<file path="config.mk">
export PLATFORM = sky130hd
export DESIGN_NAME = pc_stack_flat
export DESIGN_NICKNAME = d
export VERILOG_FILES = /design/src/rtl/core_pkg.sv /design/src/rtl/pc_stack_if.sv /design/src/rtl/pc_stack_addr_stack.sv /design/src/rtl/pc_stack.sv /design/src/flat_wrapper.sv
export SDC_FILE = /design/constraint.sdc
export NUM_CORES = 1
export LEC_CHECK = 0
export ABC_CLOCK_PERIOD_IN_PS = 3150
export CORE_UTILIZATION = 45
export CTS_BUF_LIST = sky130_fd_sc_hd__clkbuf_4
export DETAILED_ROUTE_END_ITERATION = 16
export PLACE_DENSITY = 0.76
export SLEW_MARGIN = 20
export SYNTH_ARGS = -nofsm -noshare
export SYNTH_HDL_FRONTEND = slang
export SYNTH_SLANG_ARGS = --single-unit
</file>
<file path="constraint.sdc">
create_clock -name CLK -period 3.15 [get_ports CLK]
set_clock_uncertainty 0.15 [all_clocks]
set_input_delay 0.315 -clock CLK [delete_from_list [all_inputs] [get_ports CLK]]
set_output_delay 0.315 -clock CLK [all_outputs]
set_load 0.02 [all_outputs]
</file>
<file path="src/rtl/core_pkg.sv">
// core_pkg: shared widths, stack geometry and opcode classes for the 4004 core.
package core_pkg;
    localparam int ADDR_W     = 12;
    localparam int STK_LEVELS = 3;
    localparam int SP_W       = $clog2(STK_LEVELS);
    localparam int DEPTH_W    = $clog2(STK_LEVELS + 1);

    typedef logic [ADDR_W-1:0] addr_t;

    // Upper opcode nibbles the decoder maps onto jmp_*/push/pop.
    typedef enum logic [3:0] {
        OPC_JCN     = 4'h1,
        OPC_JIN_FIN = 4'h3,
        OPC_JUN     = 4'h4,
        OPC_JMS     = 4'h5,
        OPC_ISZ     = 4'h7,
        OPC_BBL     = 4'hC
    } opc_e;

    function automatic addr_t page_target(input addr_t next_pc, input logic [7:0] lo);
        return {next_pc[ADDR_W-1:8], lo};
    endfunction
endpackage

</file>
<file path="src/rtl/pc_stack_if.sv">
// pc_stack_if: control/operand bundle from the decoder and pc/stack status back to it.
interface pc_stack_if;
    import core_pkg::*;
    logic               X3;
    logic               pc_inc;
    logic               jmp_long;
    logic               jmp_page;
    logic               jmp_ind;
    logic               push;
    logic               pop;
    logic [7:0]         opropa0;
    logic [7:0]         opropa1;
    logic [7:0]         rp;
    addr_t              pc;
    addr_t              pc_plus_one;
    logic [DEPTH_W-1:0] stk_depth;
    logic               stk_ovf;
    logic               stk_unf;

    modport master (
        output X3, pc_inc, jmp_long, jmp_page, jmp_ind, push, pop, opropa0, opropa1, rp,
        input  pc, pc_plus_one, stk_depth, stk_ovf, stk_unf
    );
    modport slave (
        input  X3, pc_inc, jmp_long, jmp_page, jmp_ind, push, pop, opropa0, opropa1, rp,
        output pc, pc_plus_one, stk_depth, stk_ovf, stk_unf
    );
endinterface

</file>
<file path="src/rtl/pc_stack_addr_stack.sv">
// addr_stack: circular return-address LIFO; overflow overwrites the oldest entry.
module addr_stack
    import core_pkg::*;
(
    input  logic               clk_i,
    input  logic               rst_i,
    input  logic               push_i,
    input  logic               pop_i,
    input  addr_t              wdata_i,
    output addr_t              rdata_o,
    output logic [DEPTH_W-1:0] depth_o,
    output logic               ovf_o,
    output logic               unf_o
);
    localparam logic [SP_W-1:0]    SP_TOP    = SP_W'(STK_LEVELS - 1);
    localparam logic [DEPTH_W-1:0] DEPTH_MAX = DEPTH_W'(STK_LEVELS);

    addr_t              stk_q [STK_LEVELS];
    logic [SP_W-1:0]    sp_q, sp_d, sp_dec;
    logic [DEPTH_W-1:0] depth_q, depth_d;
    logic               ovf_q, unf_q, wr_en;

    // Pop dominates so a simultaneous push never writes the stack.
    assign wr_en = push_i & ~pop_i;

    always_comb begin
        sp_dec  = (sp_q == '0) ? SP_TOP : sp_q - 1'b1;
        sp_d    = pop_i ? sp_dec : wr_en ? ((sp_q == SP_TOP) ? '0 : sp_q + 1'b1) : sp_q;
        depth_d = pop_i ? ((depth_q == '0) ? '0 : depth_q - 1'b1)
                : wr_en ? ((depth_q == DEPTH_MAX) ? DEPTH_MAX : depth_q + 1'b1)
                : depth_q;
    end

    always_ff @(posedge clk_i) begin
        if (rst_i) begin
            sp_q    <= '0;
            depth_q <= '0;
            ovf_q   <= 1'b0;
            unf_q   <= 1'b0;
            for (int i = 0; i < STK_LEVELS; i++) stk_q[i] <= '0;
        end else begin
            sp_q    <= sp_d;
            depth_q <= depth_d;
            ovf_q   <= wr_en && (depth_q == DEPTH_MAX);
            unf_q   <= pop_i && (depth_q == '0);
            if (wr_en) stk_q[sp_q] <= wdata_i;
        end
    end

    assign rdata_o = stk_q[sp_dec];
    assign depth_o = depth_q;
    assign ovf_o   = ovf_q;
    assign unf_o   = unf_q;
endmodule

</file>
<file path="src/rtl/pc_stack.sv">
// pc_stack: 4004 program counter with priority next-pc mux and 3-level return stack.
module pc_stack
    import core_pkg::*;
(
    input  logic       CLK,
    input  logic       RES,
    pc_stack_if.slave  bus
);
    addr_t pc_q, pc_d, pc_plus_one, stk_rdata;
    logic  do_push, do_pop, unused_opc_hi;

    assign unused_opc_hi = ^bus.opropa0[7:4];
    assign pc_plus_one   = pc_q + 1'b1;
    assign do_pop        = bus.X3 & bus.pop;
    assign do_push       = bus.X3 & bus.push;

    // Priority: pop > push > jmp_long > jmp_ind > jmp_page > pc_inc; page jumps follow pc+1.
    always_comb begin
        pc_d = !bus.X3                    ? pc_q
             : bus.pop                    ? stk_rdata
             : (bus.push | bus.jmp_long)  ? {bus.opropa0[3:0], bus.opropa1}
             : bus.jmp_ind                ? page_target(pc_plus_one, bus.rp)
             : bus.jmp_page               ? page_target(pc_plus_one, bus.opropa1)
             : bus.pc_inc                 ? pc_plus_one
             : pc_q;
    end

    always_ff @(posedge CLK) begin
        if (RES) pc_q <= '0;
        else     pc_q <= pc_d;
    end

    addr_stack u_stack (
        .clk_i   (CLK),
        .rst_i   (RES),
        .push_i  (do_push),
        .pop_i   (do_pop),
        .wdata_i (pc_plus_one),
        .rdata_o (stk_rdata),
        .depth_o (bus.stk_depth),
        .ovf_o   (bus.stk_ovf),
        .unf_o   (bus.stk_unf)
    );

    assign bus.pc          = pc_q;
    assign bus.pc_plus_one = pc_plus_one;
endmodule

</file>
<file path="src/flat_wrapper.sv">
// flat-port wrapper written by rule: the top's interface ports become plain ports
module pc_stack_flat import core_pkg::*;
  (CLK, RES, bus_X3, bus_pc_inc, bus_jmp_long, bus_jmp_page, bus_jmp_ind, bus_push, bus_pop, bus_opropa0, bus_opropa1, bus_rp, bus_pc, bus_pc_plus_one, bus_stk_depth, bus_stk_ovf, bus_stk_unf);
  pc_stack_if bus_i ();
  input  logic CLK;
  input  logic RES;
  input wire logic [$bits(bus_i.X3)-1:0] bus_X3;
  input wire logic [$bits(bus_i.pc_inc)-1:0] bus_pc_inc;
  input wire logic [$bits(bus_i.jmp_long)-1:0] bus_jmp_long;
  input wire logic [$bits(bus_i.jmp_page)-1:0] bus_jmp_page;
  input wire logic [$bits(bus_i.jmp_ind)-1:0] bus_jmp_ind;
  input wire logic [$bits(bus_i.push)-1:0] bus_push;
  input wire logic [$bits(bus_i.pop)-1:0] bus_pop;
  input wire logic [$bits(bus_i.opropa0)-1:0] bus_opropa0;
  input wire logic [$bits(bus_i.opropa1)-1:0] bus_opropa1;
  input wire logic [$bits(bus_i.rp)-1:0] bus_rp;
  output wire logic [$bits(bus_i.pc)-1:0] bus_pc;
  output wire logic [$bits(bus_i.pc_plus_one)-1:0] bus_pc_plus_one;
  output wire logic [$bits(bus_i.stk_depth)-1:0] bus_stk_depth;
  output wire logic [$bits(bus_i.stk_ovf)-1:0] bus_stk_ovf;
  output wire logic [$bits(bus_i.stk_unf)-1:0] bus_stk_unf;
  assign bus_i.X3 = bus_X3;
  assign bus_i.pc_inc = bus_pc_inc;
  assign bus_i.jmp_long = bus_jmp_long;
  assign bus_i.jmp_page = bus_jmp_page;
  assign bus_i.jmp_ind = bus_jmp_ind;
  assign bus_i.push = bus_push;
  assign bus_i.pop = bus_pop;
  assign bus_i.opropa0 = bus_opropa0;
  assign bus_i.opropa1 = bus_opropa1;
  assign bus_i.rp = bus_rp;
  assign bus_pc = bus_i.pc;
  assign bus_pc_plus_one = bus_i.pc_plus_one;
  assign bus_stk_depth = bus_i.stk_depth;
  assign bus_stk_ovf = bus_i.stk_ovf;
  assign bus_stk_unf = bus_i.stk_unf;
  pc_stack u_core (.CLK(CLK), .RES(RES), .bus(bus_i));
endmodule
</file>
# Word-level counts from Yosys, hierarchy flattened
# Memories as Yosys holds them, arrays and structs flattened.
# Index checks and enable logic that the tools add are counted.
# totals
register_bits	18
ram_bits	36
in_bits	33
out_inout_bits	28
word_cells	47
mem_count	1
# op_classes
add_sub_neg	5
n_eq_ne	2
n_mux	21
bitwise	5
n_reduce_logical	8
# mem_list
name	words	word_bits	rd	rd_clocked_by_memory_dff	wr	line_no	source
u_core.u_stack.stk_q	3	12	1	0	3	pc_stack_addr_stack.sv:18	addr_t stk_q [STK_LEVELS];
# ops
cell	count
2-to-1 mux 12 bit	6
2-to-1 mux 2 bit	9
adder 12 x 1 -> 12 bit, second input constant	1
OR reduction 12 bit	1
2-to-1 mux 1 bit	6
nonzero test 5 bit	1
adder 2 x 1 -> 2 bit, second input constant	2
equality test 2 bit, second input constant	2
zero test 2 bit	2
subtractor 2 x 1 -> 2 bit, second input constant	2
AND 1 bit	3
logical AND 1 bit	2
AND reduction 2 bit	1
nonzero test 2 bit	1
inverter 1 bit	1
OR 1 bit	1

# Logic depth before layout (Yosys ltp)
# depth
word_depth	8
ltp_mapped	8
ltp_nobuf	7

# Cells and area by module
# From an unflattened synthesis, not the netlist that was laid out.
# hier_totals
hier_cells	309
area_unflattened_um2	3632.2
# by_module_without_submodules
module	n_inst	cells_each	area_each_um2	seq_area_each_um2
addr_stack	1	143	2372.3	1561.5
pc_stack	1	166	1260.0	240.2

# Worst setup path before layout
# No wires, ideal clock.
# synth_timing
path_kind	input to register
start	input port bus_pop
end	memory u_core.u_stack.stk_q[2][0] (netlist name), enable pin
setup_time_ns	0.350
arrival_ns	1.523
t_required_ns	2.650
slack_ns	1.127
stages	5
n_path_buf	2
path_cell_list	buf_6 > nor3_1 > nand2_1 > clkbuf_1 > nand2_1
# synth_rtl
element	line_no	source
start: declaration	flat_wrapper.sv:13	input wire logic [$bits(bus_i.pop)-1:0] bus_pop;
end: declaration	pc_stack_addr_stack.sv:18	

# Final worst setup path
# layout_timing
start	register u_core.pc_q[1] (netlist: u_core.bus.pc[1])
end	output port bus_pc_plus_one[10]
# layout_between
elab_chain_len	1
# layout_rtl
element	line_no	source
start: declaration	pc_stack.sv:9	addr_t pc_q, pc_d, pc_plus_one, stk_rdata;
start signal: assignment	pc_stack.sv:30	else pc_q <= pc_d;
adder 12 x 1 -> 12 bit	pc_stack.sv:13	assign pc_plus_one = pc_q + 1'b1;
end: declaration	flat_wrapper.sv:18	output wire logic [$bits(bus_i.pc_plus_one)-1:0] bus_pc_plus_one;
# Every way passes these cells.

==> flow_summary.yaml <==
run_status:
  outcome: "complete, no violations"
grt:
  antenna_found_initial: 0
  overflow: 0
  track_usage_pct: 23.6
  grt_pass1_vias: 2606
  grt_max_degree: 20
  grt_pass1_wl_um: 13400
critical_path:
  endpoint_kind: "output pin"
  critPathMaxFanout: 6
  crit_required_ns: 2.68
  critPathKind: "register to output pin"
  critPathLaunchType: "register"
  path_cells: "ha_1 -> nand3_1 -> nor3_1 -> xnor2_1 -> inv_1 -> clkdlybuf4s50_1"
  worstPathArrival_ns: 2.50
  cp_slowest_cell: "clkdlybuf4s50_1"
  cpPeakStageDelay_ns: 0.56
sta:
  hold_violations: 0
  relSlewSlack_pct: 58.4
  period_minus_slack_ns: 2.96
  worst_slack_ns: 0.187
  finalCritPeriodShare_pct: 94.1
  fmax_ghz: 0.337
  tns_ns: 0
  worst_slew_pin_slew_ns: 0.623
  rsz0062_at_grt: "no"
  whs_ns: 0.395
  finalMaxSlewViolations: 0
  final-setup-viol-count: 0
synth:
  yosys_warnings: 0
  synth_top_area_cell: "edfxtp_1"
  synth.cell_area_sq_mm: 0.00340
  synth_most_common_cell: "edfxtp_1"
  synth_top_area_share_pct: 42.4
  yosys-top-cells-area: "edfxtp_1 42%, dfxtp_1 11%, mux4_2 7.9%, nor2_1 5.0%, o21ai_0 2.8%"
  synth_ff_type: "edfxtp_1"
  synthArstFlopShare_pct: 0
  synth.avg_cell_area_sq_um: 11.1
  synth_enable_flop_cells: 48
  synth.distinct_cells: 55
  syn-instance-count: 307
  synth.net_count: 346
  ys_ff_latch: 66
  ys_seq_area_share_pct: 53.0
  synthTopCellsByCount: "48 x edfxtp_1, 45 x nor2_1, 23 x nand2_1"
power_and_ir_drop:
  vdd_drop_max_uv: 255
  swShare_pct: 27.9
  clock_power_share_pct: 28.0
  power_frac_seq_pct: 51.8
  p_comb_share_pct: 20.1
  powerDensity_mw_per_mm2: 455
  switchingPower_w: 0.000541
  p_int_w: 0.00140
  p_leak_nw: 1.54
clock_network:
  worstSkewPairLatency_ns: 0.39
  cts.htree.levels: 3
  root_buffer: "clkbuf_4"
  cts.reportedPaths.clkPinSlew_ns: 0.12
  cts.sinks: 66
  cts_setup_buffers: 0
  cts_buffer_depth: 2
  cts_buffers: 9
  cts_tree: "yes"
placement:
  io_buffer_count: 56
  postPlaceCellArea_sq_mm: 0.00411
  gp_congestion: 0.974
  dpl.hpwl_um: 6370
  dp_slack_ns: 0.502
min_path:
  min-delay-path-class: "register to register"
cells_and_area:
  layout-drive-gt1-share_pct: 15.1
  area_growth_syn_to_layout_pct: 25.2
  nets: 412
  num_antenna_cells: 0
  fin_area_sq_mm: 0.00426
drt:
  postRouteAntennaNets: 0
  routed_via_density: 5.73
  vias: 2734
  drt_pass1_iterations: 4
  drt_iter0_markers: 186
  wire_per_inst_um: 18.6
  drc: 0
  routed_wirelength_um: 8860
floorplanning:
  coreArea_sq_mm: 0.00729
  fp.dieArea_sq_mm: 0.00791
  dieHeight_um: 89.0
  io_pins: 61
  initial_core_util_pct: 46.7
  rows: 31
  die_w_um: 89.0
job:
  drv_cap: 0
[through the flow]
step | utilization (%) | std cells | total power (W)
final | 58.4 | 477 | 0.00194
after global placement | 56.4 | 461 | 0.00140
after global routing | 58.4 | 477 | 0.00201
after detailed placement | 56.4 | 461 | 0.00141
after floorplan | - | 307 | 0.00124
after CTS | 58.2 | 477 | 0.00194
[cell usage in the layout (no fill, tap or decap), types with 3 or more instances in the layout]
| cell | count |
|---|---|
| o22ai_1 | 4 |
| inv_1 | 17 |
| ha_1 | 6 |
| clkbuf_4 | 10 |
| xor2_1 | 4 |
| a21oi_1 | 16 |
| a32oi_1 | 5 |
| dfxtp_1 | 17 |
| clkdlybuf4s50_1 | 56 |
| nand3_1 | 8 |
| edfxtp_1 | 48 |
| and3_1 | 5 |
| nand4_1 | 3 |
| mux4_2 | 12 |
| a211o_1 | 3 |
| o21ai_0 | 19 |
| nor2_2 | 3 |
| xnor2_1 | 5 |
| buf_4 | 17 |
| a211oi_1 | 3 |
| nand2_1 | 23 |
| nor2_1 | 45 |
| nor3_1 | 6 |
[critical path, delay by kind of cell, from the launching register on]
kind	cells	cell delay, ns
simple gates	2	0.50
xor+xnor	1	0.23
fa+ha+maj	1	0.23
buf+inv	2	0.70
flops	1	0.45
[power by group through the flow]
| stage | clock (W) | sequential [W] | combinational (W) |
|---|---|---|---|
| 2_1_floorplan | 0 | 0.00103 | 0.000207 |
| 6_report | 0.000543 | 0.00100 | 0.000390 |
| 3_3_place_gp | 0 | 0.00102 | 0.000380 |
| 5_1_grt | 0.000588 | 0.00101 | 0.000417 |
| 4_1_cts | 0.000552 | 0.00100 | 0.000387 |
| 3_5_place_dp | 0 | 0.00102 | 0.000384 |
[per-layer routing]
metal / GRT usage (%) / up-vias / wire length [um]
met5: 0 / - / 0
met4: 7.94 / 0 / 129
met3: 4.89 / 11 / 803
met2: 38.1 / 148 / 4110
met1: 32.1 / 1304 / 3810
li1: - / 1271 / -
[cell families (layout without fill, tap and decap cells)]
family,count (synthesis),count (layout),share of synthesized area [%]
AO/OA/AOI/OAI,67,67,13.8
XOR/XNOR,10,10,2.57
adder cells (fa/ha/maj),6,6,2.21
buffers and inverters,35,106,4.82
flip-flops,66,66,53.0
multiplexers,14,14,8.57
AND/OR/NAND/NOR,109,109,15.1
[repair_timing]
item	4_1_cts	5_1_grt
endpoints found under the hold margin	0	0
hold buffers	0	0
setup endpoints to repair	0	3
resized for setup	0	3
[final cells by class]
class	count	area [sq um]
clock buffers	10	75.1
clock inverters	6	57.6
fillers	638	3030
inverters	17	63.8
multi-input cells	206	1450
flip-flops and latches	66	1800
well taps	99	124
repair buffers	73	688
[registers in the layout, summed over array words and instances (netlist names)]
| name | cells |
|---|---|
| u_core.u_stack.stk_q | 48 |
| u_core.u_stack.unf_o | 1 |
| u_core.u_stack.sp_q | 2 |
| u_core.u_stack.depth_o | 2 |
| u_core.u_stack.ovf_o | 1 |
| u_core.bus.pc | 12 |
[final timing paths]
| check | from | to | slack [ns] | cells after the start |
|---|---|---|---|---|
| max | u_core.bus.pc[1] | bus_pc_plus_one[10] | 0.19 | 6 |
| min | u_core.u_stack.depth_o[1] | u_core.u_stack.depth_o[1] | 0.40 | 2 |
| max reg2reg | u_core.u_stack.sp_q[0] | u_core.bus.pc[6] | 0.73 | 7 |
| min reg2reg | u_core.u_stack.depth_o[1] | u_core.u_stack.depth_o[1] | 0.40 | 2 |
No activity file was read; power rests on OpenSTA's default activity.
